### config.mk
export PLATFORM = sky130hd
export DESIGN_NAME = light_timer_sched
export DESIGN_NICKNAME = d
export VERILOG_FILES = /design/src/rtl/light_pkg.sv /design/src/rtl/light_timer_sched_sync_debounce.sv /design/src/rtl/light_timer_sched.sv
export SDC_FILE = /design/constraint.sdc
export NUM_CORES = 1
export LEC_CHECK = 0
export BUFFER_PORTS_ARGS = -buffer_cell sky130_fd_sc_hd__buf_2
export CAP_MARGIN = 30
export CELL_PAD_IN_SITES_DETAIL_PLACEMENT = 1
export CELL_PAD_IN_SITES_GLOBAL_PLACEMENT = 2
export CORE_MARGIN = 8
export CORE_UTILIZATION = 29
export CTS_BUF_LIST = sky130_fd_sc_hd__clkbuf_8
export DETAILED_ROUTE_END_ITERATION = 8
export PLACE_DENSITY_LB_ADDON = 0.25
export SYNTH_ARGS = -nofsm -noshare
export SYNTH_HDL_FRONTEND = slang
export SYNTH_SLANG_ARGS = --single-unit
export TNS_END_PERCENT = 1
### constraint.sdc
create_clock -name Clk -period 1.2 [get_ports Clk]
set_input_delay 0.06 -clock Clk [delete_from_list [all_inputs] [get_ports Clk]]
set_output_delay 0.06 -clock Clk [all_outputs]
set_load 0.005 [all_outputs]
### src/rtl/light_pkg.sv
// light_pkg: light state encodings and default timing constants shared by the
// light controller blocks.
package light_pkg;
  typedef enum logic [5:0] {
    HG = 6'b001100,
    HY = 6'b010100,
    FG = 6'b100001,
    FY = 6'b100010
  } light_e;
  localparam int DEF_CW          = 8;
  localparam int DEF_SHORT_CYC   = 5;
  localparam int DEF_LONG_CYC    = 15;
  localparam int DEF_EMER_CYC    = 2;
  localparam int DEF_DEB_CYC     = 3;
  localparam int DEF_AMB_MAX_CYC = 200;
endpackage

### src/rtl/light_timer_sched_sync_debounce.sv
// sync_debounce: 2-flop synchroniser followed by a run-length debouncer; dout
// follows the synced input once it has held a new value for DEB_CYC samples.
module sync_debounce #(
  parameter int DEB_CYC = 3
) (
  input  logic Clk,
  input  logic reset,
  input  logic din,
  output logic dout
);
  localparam int RW = $clog2(DEB_CYC + 1);
  logic s1, s2;
  logic [RW-1:0] run;
  always_ff @(posedge Clk)
    if (reset) begin
      s1   <= 1'b0;
      s2   <= 1'b0;
      run  <= '0;
      dout <= 1'b0;
    end else begin
      s1 <= din;
      s2 <= s1;
      if (s2 == dout) run <= '0;
      else if (run == RW'(DEB_CYC - 1)) begin
        dout <= s2;
        run  <= '0;
      end else run <= run + RW'(1);
    end
endmodule

### src/rtl/light_timer_sched.sv
// light_timer_sched: interval timer, car-sensor debounce and ambulance latch feeding
// the light FSM. Define AMB_TIMEOUT_EN to let AMB clear itself after AMB_MAX_CYC cycles.
module light_timer_sched
  import light_pkg::*;
#(
  parameter int CW          = DEF_CW,
  parameter int SHORT_CYC   = DEF_SHORT_CYC,
  parameter int LONG_CYC    = DEF_LONG_CYC,
  parameter int EMER_CYC    = DEF_EMER_CYC,
  parameter int DEB_CYC     = DEF_DEB_CYC,
  parameter int AMB_MAX_CYC = DEF_AMB_MAX_CYC
) (
  input  logic          Clk,
  input  logic          reset,
  input  logic          ST,
  input  logic          car_raw,
  input  logic          amb_raw,
  input  logic          amb_clr,
  output logic          TS,
  output logic          TL,
  output logic          TSE,
  output logic          C,
  output logic          AMB,
  output logic [CW-1:0] cnt
);
  if (!(EMER_CYC >= 1 && EMER_CYC <= SHORT_CYC && SHORT_CYC < LONG_CYC &&
        LONG_CYC < 2**CW - 1 && DEB_CYC >= 1 && AMB_MAX_CYC >= 1)) begin : g_bad_params
    $error("light_timer_sched: illegal timing parameters");
  end
  localparam logic [CW-1:0] CMAX = '1;
  always_ff @(posedge Clk)
    if (reset || ST) cnt <= '0;
    else if (cnt != CMAX) cnt <= cnt + CW'(1);
  assign TS  = cnt >= CW'(SHORT_CYC);
  assign TL  = cnt >= CW'(LONG_CYC);
  assign TSE = cnt >= CW'(EMER_CYC);
  sync_debounce #(.DEB_CYC(DEB_CYC)) u_car (.Clk, .reset, .din(car_raw), .dout(C));
  logic amb_sync, amb_prev, amb_rise;
  sync_debounce #(.DEB_CYC(1)) u_amb (.Clk, .reset, .din(amb_raw), .dout(amb_sync));
  assign amb_rise = amb_sync & ~amb_prev;
  // a new request outranks a simultaneous clear
`ifdef AMB_TIMEOUT_EN
  logic [15:0] age;
  always_ff @(posedge Clk)
    if (reset) begin
      amb_prev <= 1'b0;
      AMB      <= 1'b0;
      age      <= '0;
    end else begin
      amb_prev <= amb_sync;
      if (amb_rise) begin
        AMB <= 1'b1;
        age <= '0;
      end else if (amb_clr || (AMB && age == 16'(AMB_MAX_CYC - 1))) AMB <= 1'b0;
      else if (AMB) age <= age + 16'd1;
    end
`else
  always_ff @(posedge Clk)
    if (reset) begin
      amb_prev <= 1'b0;
      AMB      <= 1'b0;
    end else begin
      amb_prev <= amb_sync;
      if (amb_rise) AMB <= 1'b1;
      else if (amb_clr) AMB <= 1'b0;
    end
`endif
endmodule

==> flow_metrics.py, run 1 <==
metrics = {
    "run_status": {
        "status": "finished with violations",
        "failed_checks": "setup timing",
    },
    "grt": {
        "grt-ovfl-total": 0,
        "grt_first_pass_wirelength_um": 3840,
        "met2_usage_pct": 15.8,
        "top_usage_layer": "met2",
        "grt_pass1_vias": 814,
        "grt_max_degree": 12,
        "antenna_found_initial": 0,
        "grt_use_met1_pct": 10.8,
        "gr-usage-met3_pct": 2.86,
        "track_usage_pct": 9.44,
    },
    "cells_and_area": {
        "syn_to_final_growth_pct": 37.9,
        "diodes": 0,
        "fill_cells": 342,
        "regArea_um2": 390,
        "multi_input_area_um2": 440,
        "fin_nets": 132,
        "fin_area_um2": 1130,
        "post_route_cells_drive_above_1_share_pct": 44.2,
    },
    "synth": {
        "synth_nets": 100,
        "synth_seq_area_share_pct": 46.5,
        "netlist_area_um2": 818,
        "ys.flop_type": "dfxtp_1",
        "async_flop_share_pct": 0,
        "synth_common_cells": "19 x dfxtp_1, 8 x nor3_1",
        "ys_top_cells_by_area": "dfxtp_1 46%, ha_1 7.6%, nor3_1 4.9%, nor2b_1 3.8%, a21oi_1 3.1%",
        "synth_warnings": 0,
        "synth_cell_types": 28,
        "synth_top_area_cell": "dfxtp_1",
        "synth-seq-cells": 19,
        "avgSynthCellArea_um2": 9.19,
        "synth_top_area_share_pct": 46.5,
        "syn_inst": 89,
        "synth_edf_count": 0,
        "synth_most_common_cell": "dfxtp_1",
    },
    "routing": {
        "viasPerCell": 4.99,
        "dr.pass1.iters": 4,
        "vias": 753,
        "dr.first_iter.drc_count": 5,
        "ant_nets": 0,
        "wl_per_cell_um": 14.5,
        "drt-total-wl_um": 2190,
        "drc": 0,
    },
    "pwr": {
        "swShare_pct": 22.4,
        "intPower_w": 0.000909,
        "ir_drop_uv": 598,
        "power_frac_comb_pct": 5.7,
        "power_frac_seq_pct": 55.8,
        "power_density_nw_per_um2": 1040,
        "p_sw_w": 0.000262,
        "clockPowerShare_pct": 38.5,
        "leakage_nw": 0.497,
    },
    "floorplanning": {
        "rows": 19,
        "start_util_pct": 30.2,
        "design.core.area_um2": 2710,
        "die_y_um": 69.1,
        "dieArea_um2": 4780,
        "io_pins": 19,
        "die_w_um": 69.1,
    },
    "worst_setup_path": {
        "crit_chain": "or4_4 -> nor2_4 -> nand2_1 -> buf_2",
        "slowest_stage": "or4_4",
        "cp_max_fo": 2,
        "reg2reg_slack_ns": 0.01,
        "r2r-start": "cnt[1]$_SDFFE_PP0P_",
        "critPathRequiredTime_ns": 1.14,
        "endpoint_kind": "output port",
        "cp-start-kind": "flip-flop",
        "critical_path_class": "flip-flop to output port",
        "cp.buffers_inverters": 1,
        "critical_path_arrival_ns": 1.40,
        "r2r_end": "cnt[4]$_SDFFE_PP0P_",
        "slowest_delay_ns": 0.55,
        "cp_top_family": "simple AND/OR/NAND/NOR gates",
        "rr_worst_depth": 4,
    },
    "worst_hold_path": {
        "hp-class": "input pin to flip-flop",
        "min-delay-start": "car_raw",
        "min_path_cells": 2,
        "whs_endpoint": "u_car.s1$_SDFF_PP0_",
    },
    "sta": {
        "period_share_pct": 122,
        "rsz0062_at_grt": "true",
        "fin_ws_ns": -0.263,
        "finalHoldViolCount": 0,
        "min_period_ns": 1.46,
        "fmax_mhz": 684,
        "maxSlewViolCount": 0,
        "setup_viol": 3,
        "holdWs_ns": 0.00891,
        "finClkSkew_ns": 0.00248,
    },
    "clocking": {
        "clk_latency_ns": 0.26,
        "numCtsBuffers": 3,
        "postCtsSetupBuffers": 0,
        "tritoncts": "built",
        "hold_buffers": 0,
        "clockBufferDepth": 2,
        "cts.htree.levels": 1,
        "root_buffer": "clkbuf_8",
        "cts_sinks": 19,
        "cts.reportedPaths.clkPinSlew_ns": 0.07,
    },
    "place": {
        "dpl_cell_area_um2": 1030,
        "port_buffers": 18,
        "gp_congestion": 0.792,
        "dp_hpwl_um": 1700,
    },
    "job": {
        "cap_viol_max_count": 0,
    },
}
cell usage in the layout, fill, tap and decap left out, types with 2 or more instances in the layout:
master / instances
a21oi_1: 5
a31oi_1: 4
buf_2: 17
buf_4: 12
buf_6: 2
clkbuf_8: 3
dfxtp_1: 13
dfxtp_2: 5
ha_1: 4
inv_1: 4
mux2i_1: 2
nand2_1: 4
nand2b_1: 2
nand3_1: 2
nand4_1: 2
nor2_1: 5
nor2b_1: 5
nor3_1: 7
o21ai_0: 3
cell type report:
type                            instances  area share (%)
Multi-Input combinational cell         62            39.0
Sequential cell                        19            34.6
Timing Repair Buffer                   31            17.5
Clock buffer                            3            3.66
Tap cell                               31            3.44
Inverter                                4            1.33
Clock inverter                          1           0.443
metal layers:
metal,vias up,wire length [um]
met5,-,0
met4,0,31
met3,5,90
met2,11,1110
met1,363,959
li1,374,-
power by group through the flow:
stage	Combinational, W	Sequential [W]	Clock [W]
2_1_floorplan	0.0000329	0.000669	0
3_3_place_gp	0.0000640	0.000668	0
3_5_place_dp	0.0000664	0.000669	0
4_1_cts	0.0000671	0.000654	0.000465
5_1_grt	0.0000772	0.000654	0.000501
6_report	0.0000668	0.000653	0.000451
state kept, by name, indices dropped and copies added, names as in the netlist:
signal,count
cnt,8
u_car.run,2
u_amb.s2,1
u_car.s2,1
AMB,1
amb_prev,1
u_amb.s1,1
u_amb.run,1
u_car.s1,1
u_car.dout,1
u_amb.dout,1
stage by stage:
stage	utilization, %	setup slack, ns	TNS [ns]	total power, W	std cells
2_1_floorplan	-	0.0645	0	0.000702	89
3_3_place_gp	37.9	0.0353	0	0.000732	147
3_5_place_dp	37.9	-0.0139	-0.0254	0.000735	147
4_1_cts	40.1	-0.269	-0.805	0.00119	151
5_1_grt	41.6	-0.309	-0.950	0.00123	151
6_report	41.6	-0.263	-0.784	0.00117	151
how the worst max path moves through the flow:
| stage | endpoint | cells past startpoint | startpoint | slack [ns] |
|---|---|---|---|---|
| 2_1_floorplan | TS | 4 | cnt[4]$_SDFFE_PP0P_ | 0.06 |
| 3_3_place_gp | TS | 4 | cnt[7]$_SDFFE_PP0P_ | 0.04 |
| 3_5_place_dp | cnt[6]$_SDFFE_PP0P_ | 4 | cnt[0]$_SDFFE_PP0P_ | -0.01 |
| 4_1_cts | TS | 4 | cnt[4]$_SDFFE_PP0P_ | -0.27 |
| 5_1_grt | TSE | 4 | cnt[7]$_SDFFE_PP0P_ | -0.31 |
| 6_report | TS | 4 | cnt[7]$_SDFFE_PP0P_ | -0.26 |
timing repair:
action | 4_1_cts | 5_1_grt
pin swaps | 2 | 3
resized for setup | 4 | 12
hold endpoints to repair | 0 | 0
setup endpoints to repair | 6 | 13
gates cloned | 0 | 0
kinds of logic (layout without fill, tap and decap cells):
kind of cell | count (synthesis) | count (layout) | synth area share [%]
AOI/OAI and AO/OA | 16 | 16 | 11.6
adders and majority gates | 5 | 5 | 7.65
and+or+nand+nor | 37 | 37 | 25.5
muxes | 2 | 2 | 2.45
DFF | 19 | 19 | 46.5
xor gates and xnor gates | 1 | 1 | 1.07
other | 1 | 1 | 0.458
buffers and inverters | 8 | 39 | 4.74
Note: power is estimated with default switching activity, not from simulation.
==> inputs of run 2 (changes only) <==
--- a/config.mk
+++ b/config.mk
@@ -14,6 +14,7 @@
 export CTS_BUF_LIST = sky130_fd_sc_hd__clkbuf_8
 export DETAILED_ROUTE_END_ITERATION = 8
 export PLACE_DENSITY_LB_ADDON = 0.25
+export SETUP_SLACK_MARGIN = 0.05
 export SYNTH_ARGS = -nofsm -noshare
 export SYNTH_HDL_FRONTEND = slang
 export SYNTH_SLANG_ARGS = --single-unit
==> run 2 against run 1 <==
The flow still finishes with violations (setup timing). Clock-buffer cell count did not move. Setup slack gained 0.0079 ns. Wire length rose by 0.55%. Clock skew grew 0.0011 ns. Clock power barely moved. Final cell count did not move.
==> flow_metrics.py, run 2 (same netlist as run 1, synthesis figures left out) <==
metrics = {
    "run_status": {
        "status": "finished with violations",
        "failed_checks": "setup timing",
    },
    "sta": {
        "finClkSkew_ns": 0.00358,
        "setup_viol": 3,
        "min_period_ns": 1.45,
        "fmax_mhz": 687,
        "period_share_pct": 121,
        "maxSlewViolCount": 0,
        "fin_tns_setup_ns": -0.761,
        "rsz0062_at_grt": "true",
        "fin_ws_ns": -0.255,
        "finalHoldViolCount": 0,
    },
    "job": {
        "cap_viol_max_count": 0,
    },
    "floorplanning": {
        "die_w_um": 69.1,
        "rows": 19,
        "die_y_um": 69.1,
        "start_util_pct": 30.2,
        "dieArea_um2": 4780,
        "design.core.area_um2": 2710,
        "io_pins": 19,
    },
    "worst_setup_path": {
        "cp.depth": 4,
        "critical_path_class": "flip-flop to output port",
        "slowest_delay_ns": 0.55,
        "rr_worst_depth": 4,
        "cp_max_fo": 2,
        "crit_chain": "or4_4 -> nor2_4 -> nand2_1 -> buf_2",
        "cp_top_family": "simple AND/OR/NAND/NOR gates",
        "endpoint_kind": "output port",
        "slowest_stage": "or4_4",
        "cp-start-kind": "flip-flop",
        "cp.buffers_inverters": 1,
        "critPathRequiredTime_ns": 1.14,
        "critical_path_arrival_ns": 1.39,
    },
    "routing": {
        "vias": 738,
        "dr.first_iter.drc_count": 8,
        "ant_nets": 0,
        "wl_per_cell_um": 14.6,
        "drc": 0,
        "dr.pass1.iters": 4,
        "drt-total-wl_um": 2210,
        "viasPerCell": 4.89,
    },
    "pwr": {
        "ir_drop_uv": 598,
        "power_density_nw_per_um2": 1020,
        "p_total_w": 0.00117,
        "leakage_nw": 0.498,
    },
    "cells_and_area": {
        "largestRegisters": "cnt: 8 flops, u_car.run: 2 flops",
        "fin_nets": 132,
        "diodes": 0,
        "post_route_cells_drive_above_1_share_pct": 48.3,
        "layout_commonest_cell": "buf_2",
        "most-common-layout-cells": "17 x buf_2, 11 x dfxtp_1, 11 x buf_4, 7 x nor3_1, 6 x dfxtp_2",
        "syn_to_final_growth_pct": 40.1,
        "largest_register": "cnt",
        "largest_reg_flops": 8,
    },
    "worst_hold_path": {
        "min_path_cells": 2,
        "hp-class": "input pin to flip-flop",
    },
    "grt": {
        "grt_max_degree": 12,
        "grt-ovfl-total": 0,
        "grt_first_pass_wirelength_um": 3810,
        "grt_pass1_vias": 810,
        "antenna_found_initial": 0,
        "track_usage_pct": 9.38,
    },
    "clocking": {
        "postCtsSetupBuffers": 0,
        "hold_buffers": 0,
        "root_buffer": "clkbuf_8",
        "cts.reportedPaths.clkPinSlew_ns": 0.07,
        "numCtsBuffers": 3,
        "tritoncts": "built",
        "clk_latency_ns": 0.26,
        "cts_sinks": 19,
        "clockBufferDepth": 2,
        "cts.htree.levels": 1,
    },
    "place": {
        "gp_congestion": 0.792,
        "port_buffers": 18,
        "dp_hpwl_um": 1700,
    },
}
[run 2: what timing repair did]
action                                  4_1_cts  5_1_grt
pin swaps                                     5        3
hold endpoints to repair                      0        0
gates resized for setup                      12       12
endpoints found under the setup margin       12       13
[run 2: metal layers]
layer	share of wire [%]	GRT usage, %	routed length, um	vias up
li1	-	-	-	372
met3	4.1	2.86	90	5
met2	49	15.4	1090	11
met1	45	11.0	997	350
met5	0	0	0	-
met4	1.5	3.87	33	0
[run 2: worst reg2reg max path, delay by kind of cell (launching register included)]
| kind | cells | cell delay (ns) |
|---|---|---|
| flip-flops | 1 | 0.37 |
| AO/OA/AOI/OAI | 2 | 0.29 |
| AND/OR/NAND/NOR | 1 | 0.23 |
| adder cells (fa/ha/maj) | 1 | 0.22 |
[run 2: layout make-up]
type | count | area [um^2]
timing repair buffer | 31 | 201
clock inverter | 1 | 5.00
fill | 343 | 1560
multi-input combinational | 62 | 449
inverter | 4 | 15.0
clock buffer | 3 | 41.3
tap | 31 | 38.8
sequential | 19 | 395
[run 2: power by group]
| group | internal, W | switching, W |
|---|---|---|
| logic | 0.0000349 | 0.0000334 |
| registers | 0.000642 | 0.00000860 |
| clock network | 0.000231 | 0.000221 |
[run 2: worst paths after layout]
check	start	endpoint	slack, ns
worst min register to register	u_car.run[0]$_SDFF_PP0_	u_car.run[0]$_SDFF_PP0_	0.39
worst max register to register	cnt[1]$_SDFFE_PP0P_	cnt[4]$_SDFFE_PP0P_	0
worst min-delay path	car_raw	u_car.s1$_SDFF_PP0_	0.008
worst max-delay path	cnt[7]$_SDFFE_PP0P_	TSE	-0.25
[run 2: through the flow]
stage          hold slack, ns  setup WS (ns)  cells  util (%)  instance area (um^2)
3_3_place_gp            0.271         0.0353    147      37.9                  1030
6_report              0.00814         -0.255    151      42.3                  1150
2_1_floorplan           0.188         0.0645     89         -                   823
3_5_place_dp            0.277        -0.0139    147      37.9                  1030
5_1_grt                0.0341         -0.309    151      42.3                  1150
4_1_cts               0.00616         -0.269    151      41.1                  1110
==> inputs of run 3 (changes only) <==
--- a/config.mk
+++ b/config.mk
@@ -10,7 +10,7 @@
 export CELL_PAD_IN_SITES_DETAIL_PLACEMENT = 1
 export CELL_PAD_IN_SITES_GLOBAL_PLACEMENT = 2
 export CORE_MARGIN = 8
-export CORE_UTILIZATION = 29
+export CORE_UTILIZATION = 35
 export CTS_BUF_LIST = sky130_fd_sc_hd__clkbuf_8
 export DETAILED_ROUTE_END_ITERATION = 8
 export PLACE_DENSITY_LB_ADDON = 0.25
==> constraint.sdc (replaced) <==
create_clock -name Clk -period 1.7 [get_ports Clk]
set_input_delay 0.085 -clock Clk [delete_from_list [all_inputs] [get_ports Clk]]
set_output_delay 0.085 -clock Clk [all_outputs]
set_load 0.005 [all_outputs]
==> run 3 against run 2 <==
The run now ends clean. Final cell count decreased by 9.3%. Utilization increased by 2.2 points. Sequential cell count unchanged. Sequential share of layout area increased by 4.4 points. Via count decreased by 4.9%. Clock skew decreased by 0.0020 ns. Worst hold slack improved by 0.036 ns. Power decreased by 31%. Setup slack improved by 0.40 ns.
==> flow_metrics.py, run 3 (same netlist as run 1, synthesis figures left out) <==
metrics = {
    "cells_and_area": {
        "most-common-layout-cells": "18 x buf_2, 17 x dfxtp_1, 8 x nor3_1",
        "diodes": 0,
        "largest_reg_flops": 8,
        "fin_nets": 121,
        "largestRegisters": "cnt: 8 flops, u_car.run: 2 flops",
        "largest_register": "cnt",
        "post_route_cells_drive_above_1_share_pct": 29.4,
        "fill_cells": 292,
        "layout_commonest_cell": "buf_2",
        "syn_to_final_growth_pct": 20.2,
    },
    "clocking": {
        "root_buffer": "clkbuf_8",
        "cts.reportedPaths.clkPinSlew_ns": 0.07,
        "clk_latency_ns": 0.25,
        "cts.htree.levels": 1,
        "postCtsSetupBuffers": 0,
        "tritoncts": "built",
        "cts.repair.resized": 0,
        "clockBufferDepth": 2,
        "numCtsBuffers": 3,
        "cts_sinks": 19,
        "hold_buffers": 0,
    },
    "place": {
        "dp_hpwl_um": 1430,
        "place_ws_ns": 0.388,
        "port_buffers": 18,
        "gp_congestion": 0.728,
    },
    "worst_setup_path": {
        "endpoint_kind": "output port",
        "cp_max_fo": 8,
        "critPathRequiredTime_ns": 1.62,
        "reg2reg_slack_ns": 0.44,
        "critical_path_class": "flip-flop to output port",
        "critical_path_arrival_ns": 1.47,
        "cp-start-kind": "flip-flop",
    },
    "sta": {
        "min_period_ns": 1.55,
        "finalHoldViolCount": 0,
        "setup_viol": 0,
        "finClkSkew_ns": 0.00158,
        "fin_ws_ns": 0.146,
        "period_share_pct": 91.4,
        "rsz0062_at_grt": "false",
        "maxSlewViolCount": 0,
        "fmax_mhz": 644,
        "fin_tns_setup_ns": 0,
    },
    "floorplanning": {
        "dieArea_um2": 4140,
        "die_y_um": 64.4,
        "io_pins": 19,
        "design.core.area_um2": 2210,
        "die_w_um": 64.4,
        "start_util_pct": 37.0,
        "rows": 17,
    },
    "grt": {
        "grt-ovfl-total": 0,
        "track_usage_pct": 9.41,
        "grt_first_pass_wirelength_um": 3280,
        "antenna_found_initial": 0,
        "grt_pass1_vias": 725,
        "grt_max_degree": 12,
    },
    "routing": {
        "drc": 0,
        "ant_nets": 0,
        "wl_per_cell_um": 13.8,
        "dr.pass1.iters": 4,
        "viasPerCell": 5.12,
        "dr.first_iter.drc_count": 24,
        "vias": 702,
        "drt-total-wl_um": 1890,
    },
    "pwr": {
        "leakage_nw": 0.432,
        "power_density_nw_per_um2": 825,
        "ir_drop_uv": 492,
    },
    "run_status": {
        "status": "complete, no violations",
    },
    "worst_hold_path": {
        "hp-class": "input pin to flip-flop",
    },
    "job": {
        "cap_viol_max_count": 0,
    },
}
[run 3: critical path: stages, from the launching register on]
cell	delay, ns
dfxtp_1	0.38
or4_4	0.54
nor2_2	0.12
nand2_1	0.06
buf_2	0.12
[run 3: per-stage QoR]
step / hold WS [ns] / total power [W] / instance area [um^2] / utilization [%] / std cells
3_3_place_gp: 0.295 / 0.000513 / 935 / 42.3 / 133
4_1_cts: 0.0445 / 0.000830 / 981 / 44.3 / 137
5_1_grt: 0.0489 / 0.000850 / 983 / 44.5 / 137
2_1_floorplan: 0.213 / 0.000495 / 818 / - / 89
3_5_place_dp: 0.310 / 0.000515 / 935 / 42.3 / 133
6_report: 0.0443 / 0.000812 / 983 / 44.5 / 137
[run 3: routing by layer]
| layer | vias to the layer above | share of wire (%) | track usage, % |
|---|---|---|---|
| met4 | 0 | 0 | 2.45 |
| li1 | 351 | - | - |
| met5 | - | 0 | 0 |
| met2 | 17 | 48 | 16.3 |
| met1 | 334 | 46 | 10.8 |
| met3 | 0 | 5.9 | 3.14 |
[run 3: where the power goes]
group | internal (W) | switching, W | total [W]
Sequential | 0.000455 | 0.00000455 | 0.000460
Combinational | 0.0000208 | 0.0000232 | 0.0000440
Clock | 0.000162 | 0.000146 | 0.000308
[run 3: cell type report]
type                            count  area (um^2)  area share [%]
Tap cell                           28         35.0            3.56
Sequential cell                    19          383            38.9
Clock buffer                        3         41.3            4.20
Multi-Input combinational cell     62          399            40.6
Timing Repair Buffer               20          105            10.7
Clock inverter                      1         5.00           0.509
Inverter                            4         15.0            1.53
[run 3: path summary, 6_finish.rpt]
path	from	end	cells after the start
max reg2reg	cnt[2]$_SDFFE_PP0P_	cnt[7]$_SDFFE_PP0P_	3
max	cnt[6]$_SDFFE_PP0P_	TSE	4
min reg2reg	u_car.run[0]$_SDFF_PP0_	u_car.run[0]$_SDFF_PP0_	1
min	amb_raw	u_amb.s1$_SDFF_PP0_	2
